<file path="src/rtl/ksa_pipe_stream.sv">
// Pipelined Kogge-Stone add/subtract with valid/ready stream; latency 2 + internal banks.
// Backpressure is a global stall: every stage (bubbles included) holds while the output waits.
module ksa_pipe_stream #(
  parameter int BITS       = 64,
  parameter int LEVELS     = 6,
  parameter int PIPE_EVERY = 2,
  parameter int TAG_W      = 4
) (
  input  logic             clk,
  input  logic             rst,
  input  logic             in_valid,
  output logic             in_ready,
  input  logic [BITS-1:0]  in_a,
  input  logic [BITS-1:0]  in_b,
  input  logic             in_cin,
  input  logic             in_sub,
  input  logic [TAG_W-1:0] in_tag,
  output logic             out_valid,
  input  logic             out_ready,
  output logic [BITS-1:0]  out_sum,
  output logic             out_cout,
  output logic             out_ovf,
  output logic             out_zero,
  output logic [TAG_W-1:0] out_tag
);
  localparam int PE = (PIPE_EVERY > 0) ? PIPE_EVERY : 1;

  logic advance;
  assign advance  = !out_valid || out_ready;
  assign in_ready = advance;

  logic             s0_vld;
  logic             s0_cin;
  logic [BITS-1:0]  s0_a;
  logic [BITS-1:0]  s0_b;
  logic [TAG_W-1:0] s0_tag;

  // Subtraction is resolved here so the prefix tree only ever adds.
  always_ff @(posedge clk) begin
    if (rst) begin
      s0_vld <= 1'b0;
      s0_cin <= 1'b0;
      s0_a   <= '0;
      s0_b   <= '0;
      s0_tag <= '0;
    end else if (advance) begin
      s0_vld <= in_valid;
      s0_cin <= in_sub | in_cin;
      s0_a   <= in_a;
      s0_b   <= in_sub ? ~in_b : in_b;
      s0_tag <= in_tag;
    end
  end

  for (genvar k = 0; k <= LEVELS; k++) begin : lvl
    logic             vld;
    logic             cin;
    logic             am;
    logic             bm;
    logic [TAG_W-1:0] tag;
    logic [BITS-1:0]  p0;
    logic [BITS-1:0]  p;
    logic [BITS-1:0]  g;

    if (k == 0) begin : gen_pg
      assign vld = s0_vld;
      assign cin = s0_cin;
      assign am  = s0_a[BITS-1];
      assign bm  = s0_b[BITS-1];
      assign tag = s0_tag;
      assign p0  = s0_a ^ s0_b;
      assign p   = p0;
      // Carry-in behaves as a generate at position -1.
      assign g   = (s0_a & s0_b) | {{(BITS-1){1'b0}}, s0_cin & p0[0]};
    end else begin : gen_pfx
      localparam int D = 1 << (k - 1);
      logic [BITS-1:0] cp;
      logic [BITS-1:0] cg;

      always_comb begin
        cp = lvl[k-1].p;
        cg = lvl[k-1].g;
        for (int i = D; i < BITS; i++) begin
          cg[i] = lvl[k-1].g[i] | (lvl[k-1].p[i] & lvl[k-1].g[i-D]);
          cp[i] = lvl[k-1].p[i] & lvl[k-1].p[i-D];
        end
      end

      if (PIPE_EVERY > 0 && (k % PE) == 0 && k < LEVELS) begin : gen_bank
        logic             r_vld;
        logic             r_cin;
        logic             r_am;
        logic             r_bm;
        logic [TAG_W-1:0] r_tag;
        logic [BITS-1:0]  r_p0;
        logic [BITS-1:0]  r_p;
        logic [BITS-1:0]  r_g;

        always_ff @(posedge clk) begin
          if (rst) begin
            r_vld <= 1'b0;
          end else if (advance) begin
            r_vld <= lvl[k-1].vld;
          end
        end

        always_ff @(posedge clk) begin
          if (advance) begin
            r_cin <= lvl[k-1].cin;
            r_am  <= lvl[k-1].am;
            r_bm  <= lvl[k-1].bm;
            r_tag <= lvl[k-1].tag;
            r_p0  <= lvl[k-1].p0;
            r_p   <= cp;
            r_g   <= cg;
          end
        end

        assign vld = r_vld;
        assign cin = r_cin;
        assign am  = r_am;
        assign bm  = r_bm;
        assign tag = r_tag;
        assign p0  = r_p0;
        assign p   = r_p;
        assign g   = r_g;
      end else begin : gen_wire
        assign vld = lvl[k-1].vld;
        assign cin = lvl[k-1].cin;
        assign am  = lvl[k-1].am;
        assign bm  = lvl[k-1].bm;
        assign tag = lvl[k-1].tag;
        assign p0  = lvl[k-1].p0;
        assign p   = cp;
        assign g   = cg;
      end
    end
  end

  logic [BITS-1:0] gf;
  logic [BITS-1:0] carry;
  logic [BITS-1:0] sum_c;
  logic            ovf_c;
  logic            unused_p;

  assign gf       = lvl[LEVELS].g;
  assign carry    = {gf[BITS-2:0], lvl[LEVELS].cin};
  assign sum_c    = lvl[LEVELS].p0 ^ carry;
  // Same-sign operands producing an opposite-sign result.
  assign ovf_c    = (lvl[LEVELS].am == lvl[LEVELS].bm) && (sum_c[BITS-1] != lvl[LEVELS].am);
  assign unused_p = ^lvl[LEVELS].p;

  always_ff @(posedge clk) begin
    if (rst) begin
      out_valid <= 1'b0;
      out_sum   <= '0;
      out_cout  <= 1'b0;
      out_ovf   <= 1'b0;
      out_zero  <= 1'b0;
      out_tag   <= '0;
    end else if (advance) begin
      out_valid <= lvl[LEVELS].vld;
      out_sum   <= sum_c;
      out_cout  <= gf[BITS-1];
      out_ovf   <= ovf_c;
      out_zero  <= ~|sum_c;
      out_tag   <= lvl[LEVELS].tag;
    end
  end

endmodule
</file>
<file path="config.mk">
export PLATFORM = sky130hd
export DESIGN_NAME = ksa_pipe_stream
export DESIGN_NICKNAME = d
export VERILOG_FILES = /design/src/rtl/ksa_pipe_stream.sv
export SDC_FILE = /design/constraint.sdc
export NUM_CORES = 1
export LEC_CHECK = 0
export CAP_MARGIN = 30
export CORE_MARGIN = 2
export CORE_UTILIZATION = 35
export DETAILED_ROUTE_END_ITERATION = 7
export SETUP_SLACK_MARGIN = 0.3
export SLEW_MARGIN = 20
export SYNTH_ARGS = -nofsm -noshare
export SYNTH_HDL_FRONTEND = slang
export SYNTH_SLANG_ARGS = --single-unit
</file>
<file path="constraint.sdc">
create_clock -name clk -period 20.8 [get_ports clk]
set_clock_uncertainty 0.05 [all_clocks]
set_input_delay 4.16 -clock clk [delete_from_list [all_inputs] [get_ports clk]]
set_output_delay 4.16 -clock clk [all_outputs]
set_load 0.02 [all_outputs]
</file>
==> results.sh <==
export IMPL_status="finished, final reports clean"
export IMPL_synth_xor_xnor_area_share_pct=4.80
export IMPL_cts_setup_buffers=0
export IMPL_crit_fanout=128
export IMPL_r2r_end="s0_a[37]"
export IMPL_crit_path_max_incr_delay_ps=770
export IMPL_gp_congestion=0.879
export IMPL_clkSinkCount=586
export IMPL_vias_per_cell=4.95
export IMPL_reg2reg_slack_ps=16380
export IMPL_syn_area_per_cell_um2=11.6
export IMPL_holdPathEnd="lvl[4].gen_pfx.gen_bank.r_p0[26]"
export IMPL_clockBufferDepth=3
export IMPL_worstPathRequired_ps=16590
export IMPL_hold_path_class="reg -> reg"
export IMPL_synth_area_mm2=0.0232
export IMPL_synth_edf_count=378
export IMPL_yosys_warnings=0
export IMPL_slew_headroom_pct=39.2
export IMPL_yosysSeqAreaShare_pct=67.0
export IMPL_cp_arrival_ps=6580
export IMPL_drive_gt1_share_pct=4.66
export IMPL_root_buffer="clkbuf_16"
export IMPL_grt_max_degree=172
export IMPL_die_x_um=261
export IMPL_grt_pass1_wl_um=90000
export IMPL_hpwlAfterDp_um=44500
export IMPL_ir_drop_mv=0.0524
export IMPL_portBuffers=210
export IMPL_crit_top_cell="clkdlybuf4s50_1"
export IMPL_core_mm2=0.0656
export IMPL_drt_initial_drc_count=1373
export IMPL_final_cells=3115
export IMPL_ys_seq_elements=586
export IMPL_cts_resized=0
export IMPL_path_cells="clkdlybuf4s50_1 -> nor2b_4 -> buf_4 -> inv_8 -> clkdlybuf4s50_1"
export IMPL_async_reset_ff_share_pct=0
export IMPL_area_delta_synth_final_pct=21.1
export IMPL_period_minus_slack_ps=10790
export IMPL_syn_nets=2199
export IMPL_initial_utilization_pct=35.3
export IMPL_cap_violations=0
export IMPL_worstSetupPathType="in -> out"
export IMPL_pin_count=211
export IMPL_grt_antenna_before_repair=2
export IMPL_leakage_nw=10.8
export IMPL_rsz0062_at_grt="false"
export IMPL_synth_compound_area_share_pct=12.6
export IMPL_final_nets=2406
export IMPL_synth_area_mux_share_pct=0
export IMPL_finalSetupViolCount=0
export IMPL_ant_nets=0
export IMPL_drc=0
export IMPL_postCtsHoldBufs=0
export IMPL_grtUsageTotal_pct=17.3
export IMPL_numPlacedInstances=3006
export IMPL_hold_viol=0
export IMPL_worstReg2RegStart="out_valid"
export IMPL_htreeDepth=2
export IMPL_grt_ovfl_total=0
export IMPL_fin_util_pct=42.7
export IMPL_die_area_mm2=0.0682
export IMPL_insertion_delay_ps=620
export IMPL_rr_worst_depth=8
export IMPL_dp_slack_ps=10060
export IMPL_synth_top_family_by_area="compound AO/OA/AOI/OAI gates"
export IMPL_worstHoldPathCells=0
export IMPL_period_share_pct=51.9
export IMPL_vias=15406
export IMPL_synth_simple_area_share_pct=10.8
export IMPL_clkTransAtPathRegs_ps=60
export IMPL_p_total_mw=2.72
export IMPL_synth_cell_types=39
export IMPL_startpoint_type="primary input"
export IMPL_rows=94
export IMPL_tritoncts="done"
export IMPL_synthAdderAreaFrac_pct=3.46
export IMPL_fin_ws_ps=10010
export IMPL_end_kind="output port"
export IMPL_die_y_um=261
export IMPL_holdCritStartpoint="lvl[2].gen_pfx.gen_bank.r_p0[26]"
export IMPL_crit_start="out_ready"
export IMPL_worst_pin_slew_ps=913
export IMPL_syn_inst=1997
export IMPL_wl_um=59400
export IMPL_p_per_area_mw_per_mm2=97.1
export IMPL_drv_slew=0
export IMPL_cts_buffers=57
export IMPL_ys_flop_type="edfxtp_1"
export IMPL_grt_pass1_vias=15295
export IMPL_final_setup_tns_ps=0
export IMPL_dr_pass1_iters=5
export IMPL_crit_slowest_cell="clkdlybuf4s50_1"
export IMPL_diodes=0
export IMPL_wl_per_cell_um=19.1
export IMPL_fmax_mhz=92.7
[per-layer routing]
metal	routed length, µm	GRT usage (%)	part of all wire, %
met5	0	0	0
met1	27300	24.3	46
met4	1050	4.15	1.8
met2	27800	27.8	47
met3	3210	2.84	5.4
[cells in the mapped netlist (all sizes together), types with 6 or more instances]
cell	count	area share, %
nand2b	6	0.16
edfxtp	378	49
a211oi	89	2.9
a21o	29	0.94
clkbuf	69	1.1
dfxtp	208	18
nand3	15	0.32
nand2	352	5.7
ha	64	3.5
nor2b	8	0.22
nand4	7	0.19
nor2	225	3.6
a21oi	248	5.4
xor2	19	0.72
buf	7	0.11
o21ai	115	2.5
o21bai	14	0.45
inv	7	0.11
xnor2	108	4.1
[state kept, by name (all words and copies together), names as in the netlist, 4 cells and up]
signal	flops
lvl.g	128
lvl.gen_pfx.gen_bank.r_p0	128
lvl.gen_pfx.gen_bank.r_p	108
out_sum	64
s0_a	64
s0_b	64
lvl.gen_pfx.gen_bank.r_tag	8
lvl.tag	4
out_tag	4
[worst max-delay path by stage]
stage	slack, ps	to	cells past startpoint
after global placement	10100	in_ready	5
after floorplan	1380	in_ready	5
after detailed placement	10060	in_ready	5
final	10010	in_ready	5
after CTS	10050	in_ready	5
after global routing	9930	in_ready	5
[power breakdown]
part	internal (mW)	total (mW)	switching (mW)
Combinational	0.135	0.310	0.175
Sequential	1.35	1.42	0.0692
Clock	0.551	0.987	0.436
[layout make-up]
cell class | instances | area [µm²]
clock buffers | 76 | 1560
clock inverters | 30 | 211
fillers | 6159 | 37600
inverters | 7 | 33.8
multi-input cells | 1328 | 7330
flip-flops and latches | 586 | 15500
well taps | 864 | 1080
repair buffers | 224 | 2300
[stage by stage]
stage	instance area, µm²	hold slack [ps]
final	28000	367
after global routing	28000	374
after CTS	27900	365
after detailed placement	26200	355
after global placement	26200	351
after floorplan	23200	350
[cell families (layout without fill, tap and decap cells)]
group / count (synthesis) / count (layout)
AND/OR/NAND/NOR: 631 / 631
flip-flops: 586 / 586
AO/OA/AOI/OAI: 506 / 506
XOR/XNOR: 127 / 127
buffers and inverters: 83 / 337
adder cells (fa/ha/maj): 64 / 64
[worst max-delay path, delay by kind of cell]
family,cells,cell delay [ps]
buffers and inverters,4,2090
AND/OR/NAND/NOR,1,60
[cells in the final DEF, fill, tap and decap left out, types with 3 or more instances in the layout]
| cell type | netlist | layout |
|---|---|---|
| clkinv_2 | 0 | 10 |
| nand2b_1 | 6 | 6 |
| clkinv_1 | 0 | 9 |
| xor2_1 | 19 | 19 |
| clkinvlp_4 | 0 | 6 |
| edfxtp_1 | 378 | 378 |
| inv_1 | 6 | 6 |
| xnor2_1 | 108 | 108 |
| nand3_1 | 15 | 15 |
| o21bai_1 | 14 | 14 |
| a21o_1 | 29 | 29 |
| nor2_1 | 225 | 225 |
| clkbuf_1 | 69 | 15 |
| or4_1 | 3 | 3 |
| a21oi_1 | 245 | 245 |
| nor4_1 | 5 | 5 |
| a211oi_1 | 89 | 89 |
| ha_1 | 64 | 64 |
| dfxtp_1 | 208 | 208 |
| clkbuf_16 | 0 | 59 |
| buf_4 | 0 | 10 |
| buf_16 | 0 | 4 |
| o21ai_0 | 113 | 113 |
| nor3_1 | 3 | 3 |
| nor2b_1 | 8 | 7 |
| nand2_1 | 352 | 352 |
| clkdlybuf4s50_1 | 0 | 208 |
| nand4_1 | 7 | 7 |
No activity file was read; power rests on OpenSTA's default activity.
